[src/rtl/chorus_pkg.sv]
// chorus_pkg: shared widths, FSM states and saturation limits for the chorus mixer
package chorus_pkg;
  localparam int WIDTH = 16;
  localparam int GAIN_W = 8;
  localparam int ACC_W = WIDTH + GAIN_W + 2;
  localparam int SAT_MAX = (2 ** (WIDTH - 1)) - 1;
  localparam int SAT_MIN = -(2 ** (WIDTH - 1));
  typedef enum logic [1:0] {IDLE, MUL_DRY, MUL_WET, OUT} state_t;
endpackage

[src/rtl/shift_add_mac.sv]
// shift_add_mac: serial multiply-accumulate, one conditional shifted add per step
module shift_add_mac #(
  parameter int WIDTH = 16,
  parameter int ACC_W = 26,
  parameter int N = 9,
  parameter int CW = $clog2(N)
) (
  input  logic                    clk,
  input  logic                    reset,
  input  logic                    clear,
  input  logic                    step,
  input  logic [WIDTH-1:0]        operand,
  input  logic                    coef_bit,
  output logic signed [ACC_W-1:0] acc,
  output logic [CW-1:0]           cnt
);
  logic signed [ACC_W-1:0] ext;
  assign ext = {{(ACC_W - WIDTH){operand[WIDTH-1]}}, operand};
  // counter wraps after N steps so the second operand starts again at bit 0
  always_ff @(posedge clk or posedge reset)
    if (reset) begin
      acc <= '0;
      cnt <= '0;
    end else if (clear) begin
      acc <= '0;
      cnt <= '0;
    end else if (step) begin
      if (coef_bit) acc <= acc + (ext << cnt);
      cnt <= (cnt == CW'(N - 1)) ? '0 : cnt + 1'b1;
    end
endmodule

[src/rtl/chorus_mixer.sv]
// chorus_mixer: ramps wet gain, blends dry/wet serially, rounds and saturates one sample per strobe
module chorus_mixer #(
  parameter int WIDTH = chorus_pkg::WIDTH,
  parameter int GAIN_W = chorus_pkg::GAIN_W
) (
  input  logic                    clk,
  input  logic                    reset,
  input  logic                    enable,
  input  logic signed [WIDTH-1:0] dryIn,
  input  logic signed [WIDTH-1:0] wetIn,
  input  logic [GAIN_W-1:0]       mixTarget,
  output logic                    ready,
  output logic signed [WIDTH-1:0] dataOut,
  output logic                    valid,
  output logic                    overrun
);
  import chorus_pkg::*;
  localparam int AW = WIDTH + GAIN_W + 2;
  localparam int CW = $clog2(GAIN_W + 1);
  localparam logic signed [AW-1:0] HI = AW'(SAT_MAX);
  localparam logic signed [AW-1:0] LO = AW'(SAT_MIN);
  state_t state, nxt;
  logic [GAIN_W-1:0] g;
  logic [WIDTH-1:0] dry_r, wet_r;
  logic [GAIN_W:0] dry_c, wet_c;
  logic [CW-1:0] cnt;
  logic signed [AW-1:0] acc, sum, rnd;
  logic accept, last, mul_dry;
  assign accept = enable && state == IDLE;
  assign mul_dry = state == MUL_DRY;
  assign last = cnt == CW'(GAIN_W);
  assign dry_c = (GAIN_W + 1)'(2 ** GAIN_W) - {1'b0, g};
  assign wet_c = {1'b0, g};
  assign ready = state == IDLE;
  assign sum = acc + AW'(2 ** (GAIN_W - 1));
  assign rnd = sum >>> GAIN_W;
  shift_add_mac #(.WIDTH(WIDTH), .ACC_W(AW), .N(GAIN_W + 1), .CW(CW)) u_mac (
    .clk(clk),
    .reset(reset),
    .clear(accept),
    .step(mul_dry || state == MUL_WET),
    .operand(mul_dry ? dry_r : wet_r),
    .coef_bit(mul_dry ? dry_c[cnt] : wet_c[cnt]),
    .acc(acc),
    .cnt(cnt)
  );
  always_comb begin
    nxt = state;
    if (accept) nxt = MUL_DRY;
    else if (mul_dry && last) nxt = MUL_WET;
    else if (state == MUL_WET && last) nxt = OUT;
    else if (state == OUT) nxt = IDLE;
  end
  always_ff @(posedge clk or posedge reset)
    if (reset) state <= IDLE;
    else state <= nxt;
  // gain steps once per accepted sample; the stepped value weights that sample
  always_ff @(posedge clk or posedge reset)
    if (reset) begin
      g <= '0;
      dry_r <= '0;
      wet_r <= '0;
      dataOut <= '0;
      valid <= 1'b0;
      overrun <= 1'b0;
    end else begin
      valid <= state == OUT;
      if (enable && state != IDLE) overrun <= 1'b1;
      if (accept) begin
        dry_r <= dryIn;
        wet_r <= wetIn;
        g <= (g < mixTarget) ? g + 1'b1 : (g > mixTarget) ? g - 1'b1 : g;
      end
      if (state == OUT)
        dataOut <= (rnd > HI) ? HI[WIDTH-1:0] : (rnd < LO) ? LO[WIDTH-1:0] : rnd[WIDTH-1:0];
    end
endmodule

[config.mk]
export PLATFORM = sky130hd
export DESIGN_NAME = chorus_mixer
export DESIGN_NICKNAME = d
export VERILOG_FILES = /design/src/rtl/chorus_pkg.sv /design/src/rtl/shift_add_mac.sv /design/src/rtl/chorus_mixer.sv
export SDC_FILE = /design/constraint.sdc
export NUM_CORES = 1
export LEC_CHECK = 0
export CAP_MARGIN = 20
export CORE_MARGIN = 4
export CORE_UTILIZATION = 59
export CTS_CLUSTER_SIZE = 28
export DETAILED_ROUTE_END_ITERATION = 6
export MAX_ROUTING_LAYER = met4
export PLACE_DENSITY = 0.93
export SYNTH_ARGS = -nofsm -noshare
export SYNTH_HDL_FRONTEND = slang
export SYNTH_SLANG_ARGS = --single-unit
[constraint.sdc]
create_clock -name clk -period 6 [get_ports clk]
set_input_delay 0.6 -clock clk [delete_from_list [all_inputs] [get_ports clk]]
set_output_delay 0.6 -clock clk [all_outputs]
set_load 0.01 [all_outputs]
# Word-level counts from Yosys, hierarchy flattened
# Cells that the tools add are included.
# W data, S select, Z words.
dict set report classes {
  addsub 6
  mul 0
  n_div 0
  order_cmp 5
  n_eq_ne 4
  shifts 1
  mux 20
  bitwise 0
  reduce_logical 13
}
# op n
set ops {}
lappend ops {{$mux W26} 3}
lappend ops {{$mux W16} 3}
lappend ops {{$add A26 B26 Y26} 1}
lappend ops {{$add A26 B9 Y26 const B} 1}
lappend ops {{$shl A26 B4 Y26} 1}
lappend ops {{$gt A18 B16 Y1 const B} 1}
lappend ops {{$lt A18 B16 Y1 const B} 1}
lappend ops {{$mux W8} 2}
lappend ops {{$mux W4} 3}
lappend ops {{$sub A9 B8 Y9 const A} 1}
lappend ops {{$add A8 B1 Y8 const B} 1}
lappend ops {{$bmux W1 S4} 2}
lappend ops {{$gt A8 B8 Y1} 1}
lappend ops {{$lt A8 B8 Y1} 1}
lappend ops {{$mux W2} 4}
lappend ops {{$reduce_bool A2 Y1} 4}
lappend ops {{$sub A8 B1 Y8 const B} 1}
lappend ops {{$lt A4 B5 Y1 const B} 1}
lappend ops {{$add A4 B1 Y4 const B} 1}
lappend ops {{$eq A2 B2 Y1 const B} 2}
lappend ops {{$eq A4 B4 Y1 const B} 1}
lappend ops {{$logic_and A1 B1 Y1} 4}
lappend ops {{$reduce_and A2 Y1} 2}
lappend ops {{$reduce_bool A4 Y1} 1}
lappend ops {{other kinds (4)} 6}
dict set report totals {
  register_bits 90
  latch_bits 0
  ramBits 0
  romBits 0
  mem_count 0
}

# Longest topological paths before layout
# Gate-level depths: netlist of run 1.
dict set report logic_depth {
  depth_word 7
  mapped_depth 21
}

# Hierarchy
# Synthesis of run 1 repeated with hierarchy kept, for this count alone.
dict set report hier_totals {
  cells_unflattened 815
  hier_area_um2 7188.1
}
# mod n_inst cells_per_inst area_each_um2 seq_area_each_um2
set by_module_without_submodules {}
lappend by_module_without_submodules {chorus_mixer 1 378 3828.7 1501.4}
lappend by_module_without_submodules {shift_add_mac 1 437 3359.5 750.7}

# Worst setup path after synthesis of run 1
# Ideal clock, no wire load.
dict set report synth_timing {
  kind {register -> register}
  start {reg state[1]}
  end {reg u_mac.acc[22]}
  setup_time_ns 0.122
  arrival_ns 4.065
  t_required_ns 5.878
  path_slack_ns 1.813
  path_stages_with_launch 19
  path_buffers 3
  synth_period_minus_slack_ns 4.187
  path_cell_list {dfrtp_1 > inv_1 > ha_1 > buf_2 > buf_2 > buf_2 > mux2i_1 > or2_2 > nor4_1 > ha_1 > inv_1 > fa_1 > nor2b_1 > o31a_1 > o2111ai_1 > nand2_1 > a41oi_1 > or4b_2 > a32o_1}
}
dict set report synth_between {
  elab_chain_len 7
}
# element line_no
set synth_lines {}
lappend synth_lines {{start: declaration} chorus_mixer.sv:22} ;# state_t state, nxt;
lappend synth_lines {{start signal: assignment} chorus_mixer.sv:56} ;# else state <= nxt;
lappend synth_lines {{$eq A2 B1 Y1} chorus_mixer.sv:30} ;# assign mul_dry = state == MUL_DRY;
lappend synth_lines {{$mux W16} chorus_mixer.sv:42} ;# .operand(mul_dry ? dry_r : wet_r),
lappend synth_lines {{$shl A26 B4 Y26} shift_add_mac.sv:28} ;# if (coef_bit) acc <= acc + (ext << cnt);
lappend synth_lines {{$add A26 B26 Y26} shift_add_mac.sv:28}
lappend synth_lines {{$mux W26} shift_add_mac.sv:28}
lappend synth_lines {{$mux W26} shift_add_mac.sv:27} ;# end else if (step) begin
lappend synth_lines {{$mux W26} shift_add_mac.sv:24} ;# end else if (clear) begin
lappend synth_lines {{end signal: assignment} shift_add_mac.sv:28}
lappend synth_lines {{end: declaration} shift_add_mac.sv:14} ;# output logic signed [ACC_W-1:0] acc,
# Parallel ways exist; a longest one is shown, timed or not. The select of a mux whose other input is x is not followed.
# A chain may end at the register's enable or synchronous reset.

# Worst setup path after layout of run 1
# Same ends and word-level chain as after synthesis.

==> run metrics, run 1 <==
outcome=finished clean; largest net degree at the start of global routing=91; clock tree sinks=90; post-place setup slack=1.18 ns; Netlist Area Pre-Place=7020 sq um; vias after detailed routing=6024; count of final hold-check violations=0; ant diodes=0; storage element area=2250 sq um; total length of routed wires=16.3 mm; FF-to-FF path depth=17; drt pass-1 iters=5; critical path type=flop to flop; hold path start=overrun; total global routing overflow=0; first-iteration detailed-routing DRC count=558; setup_tns=0 ns; Synth Area in Simple Gates=19.2%; Worst-Margin Slew=0.867 ns; Unique masters post-synth=69; Rows=39; area of the multi-input gates=4450 sq um; compound-cell area share of the yosys netlist=19.1%; synth warn=0; crit path capture type=flop; Root Driver=clkbuf_16; Primary FF master, synth=dfrtp_1; count of final setup violators=0; Remaining DRCs=0; WHS Endpoint=overrun; register area share after synthesis=32.1%; relative slew slack=42.2%; largest family of logic cells by synthesized area=simple AND/OR/NAND/NOR gates; Die Width=117 um; CP max FO=15; first-pass GRT wire length=27.6 mm; Worst setup SP type=flop; Die Ht=117 um; all-layer global routing usage=25.7%; Post-synth top cells=160 x nand2_1, 90 x dfrtp_1, 56 x nor2_1, 50 x a21oi_1, 49 x ha_1; CP required=6.22 ns; Post-Synth Adder-Cell Area=9.30%; RSZ-0062 raised after global routing=false; mean post-synth cell area=8.72 sq um; Post-synth EDFFs=0; Max Fclk=206 MHz; Port Buf Inserts=61; Synth top area share=32.1%; final worst slack=1.14 ns; post-synthesis net count=899; fillcell total=928; core area=11500 sq um; vias per cell=6.08; Die ar.=13700 sq um; RR Startpoint=state[1]; reg-to-reg slack, setup=1.14 ns; cts-stage hold buffer count=0; initial antenna violation count=0; TritonCTS clock tree=done; leading area contributor after synthesis=dfrtp_1; CTS Buffer Depth=2; Area Overhead vs Synth=13.6%; H-tree depth=3; reg2reg end=u_mac.acc[22]; post-layout min period=4.86 ns; layout cells sized above 1=7.90%; Ports=62; hold slack=0.466 ns; #FFs+latches synth=90; Post-Synthesis Cells=805; Setup Fix Bufs, Post-CTS=0; Arr. time, crit path=5.09 ns; Reg clk slew, reported paths=0.06 ns; worst hold path class=flop to flop; routed wire length per instance=16.5 um; DP Wirelength=11.9 mm; Final Cycle Share=81.1%; Synth Area in XOR/XNOR=6.11%; clk_lat worst skew=0.34 ns; CTS Buf Count=9; Antenna Nets Post-Route=0; clock skew=0.0119 ns; fraction of registers with async set/reset=100%; multiplexer share of the synthesized area=9.57%; initial core utilization=61.0%; GP Congestion=0.964; most frequent cell after synthesis=nand2_1; Synth area leaders=dfrtp_1 32%, ha_1 8.7%, nand2_1 8.6%; max-slew violation count=0; nets@finish=937; Hold Crit Depth=1; via count of the first global-routing pass=5742; max cap viols=0; Post-CTS Resized=0
registers in the layout, indices dropped and copies added, names as in the netlist:
register,flops
dataOut,16
u_mac.cnt,4
dry_r,16
valid,1
overrun,1
wet_r,16
g,8
state,2
u_mac.acc,26
worst max-delay path, cell delays in order, from the launching register on:
cell and delay, ns:
dfrtp_1 0.41, inv_1 0.09, ha_1 0.60, buf_4 0.32, mux2_2 0.37, mux4_2 0.49
nor2_1 0.10, a21oi_1 0.09, nor2_1 0.16, a21oi_1 0.06, ha_1 0.43, a21o_1 0.18
a31o_2 0.21, a21o_1 0.12, a21o_1 0.10, a41oi_1 0.08, or4b_2 0.69, a32o_1 0.24
layout by cell type, fill, tap and decap left out, types with 21 or more instances in the layout:
master,netlist,final
a21o_1,21,21
a21oi_1,50,50
clkdlybuf4s50_1,0,61
dfrtp_1,90,90
ha_1,49,49
inv_1,27,26
mux2i_1,30,30
nand2_1,160,160
nor2_1,56,56
o21ai_0,29,29
xnor2_1,28,28
xor2_1,21,21
per-stage QoR:
stage | utilization [%] | cell area [sq um] | cells
2_1_floorplan | - | 7020 | 805
3_3_place_gp | 66.5 | 7660 | 974
3_5_place_dp | 66.5 | 7660 | 974
4_1_cts | 69.0 | 7950 | 990
5_1_grt | 69.3 | 7980 | 991
6_report | 69.3 | 7980 | 991
cell type report:
cell class                 instances  area share (%)
multi-input combinational        643            55.7
inverter                          28            1.33
tap                              143            2.24
clock buffer                      11            2.92
sequential                        90            28.2
clock inverter                     5           0.690
timing repair buffer              71            8.85
per-layer routing:
layer	track usage, %	vias to the layer above	wire length (um)
met1	33.5	2849	7250
met4	7.26	0	327
met2	42.1	188	7910
li1	-	2952	-
met5	-	-	0
met3	3.80	35	845
worst max path at each step:
stage | startpoint | end | slack (ns) | cells past startpoint
after floorplan | state[1] | u_mac.acc[22] | 1.81 | 18
after global placement | state[1] | u_mac.acc[22] | 1.23 | 17
after detailed placement | state[1] | u_mac.acc[22] | 1.18 | 17
after CTS | state[1] | u_mac.acc[22] | 1.16 | 17
after global routing | state[1] | u_mac.acc[23] | 0.70 | 15
final | state[1] | u_mac.acc[22] | 1.14 | 17
kinds of logic (layout without fill, tap and decap cells):
logic type	Yosys count	after routing
multiplexers	54	54
buffers and inverters	72	115
AND/OR/NAND/NOR	292	292
AO/OA/AOI/OAI	197	197
adder cells (fa/ha/maj)	51	51
XOR/XNOR	49	49
flip-flops	90	90
Power of run 1 is not shown: default switching activity piles up to over one toggle a cycle in this logic, so the estimate is an artifact.
==> inputs of run 2 (changes only) <==
==> constraint.sdc (replaced) <==
create_clock -name clk -period 4.9 [get_ports clk]
set_input_delay 0.49 -clock clk [delete_from_list [all_inputs] [get_ports clk]]
set_output_delay 0.49 -clock clk [all_outputs]
set_load 0.01 [all_outputs]
==> run metrics, run 2 (synthesis results as in run 1) <==
largest net degree at the start of global routing=54; most frequent cells in the layout=160 x nand2_1, 90 x dfrtp_1, 61 x clkdlybuf4s50_1; max-slew violation count=0; initial antenna violation count=0; Final Cycle Share=86.7%; vias after detailed routing=6042; post-layout min period=4.25 ns; critical path type=flop to flop; Area Overhead vs Synth=14.6%; CP required=5.13 ns; DP Wirelength=12.3 mm; ant diodes=0; layout cells sized above 1=8.78%; Antenna Nets Post-Route=0; nets@finish=943; clock tree sinks=90; Rows=39; cts-stage hold buffer count=0; Die ar.=13700 sq um; total global routing overflow=0; outcome=finished clean; CTS Buf Count=9; GP Congestion=0.940; Die Ht=117 um; drt pass-1 iters=4; most common cell after layout, fill and taps aside=nand2_1; routed wire length per instance=16.4 um; max cap viols=0; Top reg by flops=u_mac.acc; Setup Fix Bufs, Post-CTS=0; initial core utilization=61.0%; first-pass GRT wire length=27.0 mm; total length of routed wires=16.4 mm; first-iteration detailed-routing DRC count=468; final worst slack=0.653 ns; Reg clk slew, reported paths=0.06 ns; Arr. time, crit path=4.48 ns; H-tree depth=3; count of final hold-check violations=0; relative slew slack=26.1%; Die Width=117 um; setup_tns=0 ns; CP max FO=25; post-place setup slack=0.681 ns; all-layer global routing usage=25.5%; via count of the first global-routing pass=5720; Ports=62; vias per cell=6.06; Remaining DRCs=0; clk_lat worst skew=0.35 ns; hold slack=0.477 ns; Worst-Margin Slew=1.10 ns; crit path capture type=flop; TritonCTS clock tree=done; RSZ-0062 raised after global routing=false; CTS Buffer Depth=2; Worst setup SP type=flop; Port Buf Inserts=61; Post-CTS Resized=0; clock skew=0.00932 ns; Root Driver=clkbuf_16; core area=11500 sq um; count of final setup violators=0; Max Fclk=235 MHz; max reg flops=26; worst hold path class=flop to flop
[run 2: area by class of cell]
class | instances | area [sq um]
Multi-Input combinational cell | 643 | 4450
Tap cell | 143 | 179
Clock inverter | 6 | 80.1
Sequential cell | 90 | 2250
Fill cell | 885 | 3470
Timing Repair Buffer | 77 | 743
Inverter | 28 | 106
Clock buffer | 10 | 239
[run 2: through the flow]
step / util, % / area [sq um] / cells
after floorplan: - / 7020 / 805
after global placement: 67.1 / 7730 / 981
after detailed placement: 67.1 / 7730 / 981
after CTS: 69.9 / 8050 / 997
after global routing: 69.9 / 8050 / 997
final: 69.9 / 8050 / 997
[run 2: worst max-delay path, cell delays in order, from the launching register on]
cell and delay [ns]:
dfrtp_1 0.40, inv_1 0.09, ha_1 0.19, buf_12 0.19, mux2i_1 0.10, or2_2 0.32
nor4_1 0.29, ha_1 0.27, inv_1 0.07, fa_1 0.38, nor2b_1 0.20, o31a_1 0.21
o2111ai_1 0.20, nand2_1 0.15, a41oi_1 0.16, or4b_2 0.67, a32o_1 0.23
[run 2: final timing paths]
check / startpoint / end / slack (ns) / cells past startpoint
worst max-delay path: state[1] / u_mac.acc[22] / 0.65 / 16
worst min-delay path: overrun / overrun / 0.48 / 1
worst max register to register: state[1] / u_mac.acc[22] / 0.65 / 16
worst min register to register: overrun / overrun / 0.48 / 1
max in group asynchronous: reset / u_mac.acc[22] / 3.30 / 3
min in group asynchronous: reset / u_mac.acc[0] / 0.54 / 2
[run 2: layer usage]
metal | share of wire [%] | wire length, um | GRT usage [%]
met1 | 44 | 7130 | 31.8
met2 | 49 | 7950 | 41.6
met3 | 4.7 | 776 | 4.52
met4 | 3.3 | 533 | 9.33
met5 | 0 | 0 | -
Power of run 2 is left out for the same reason.
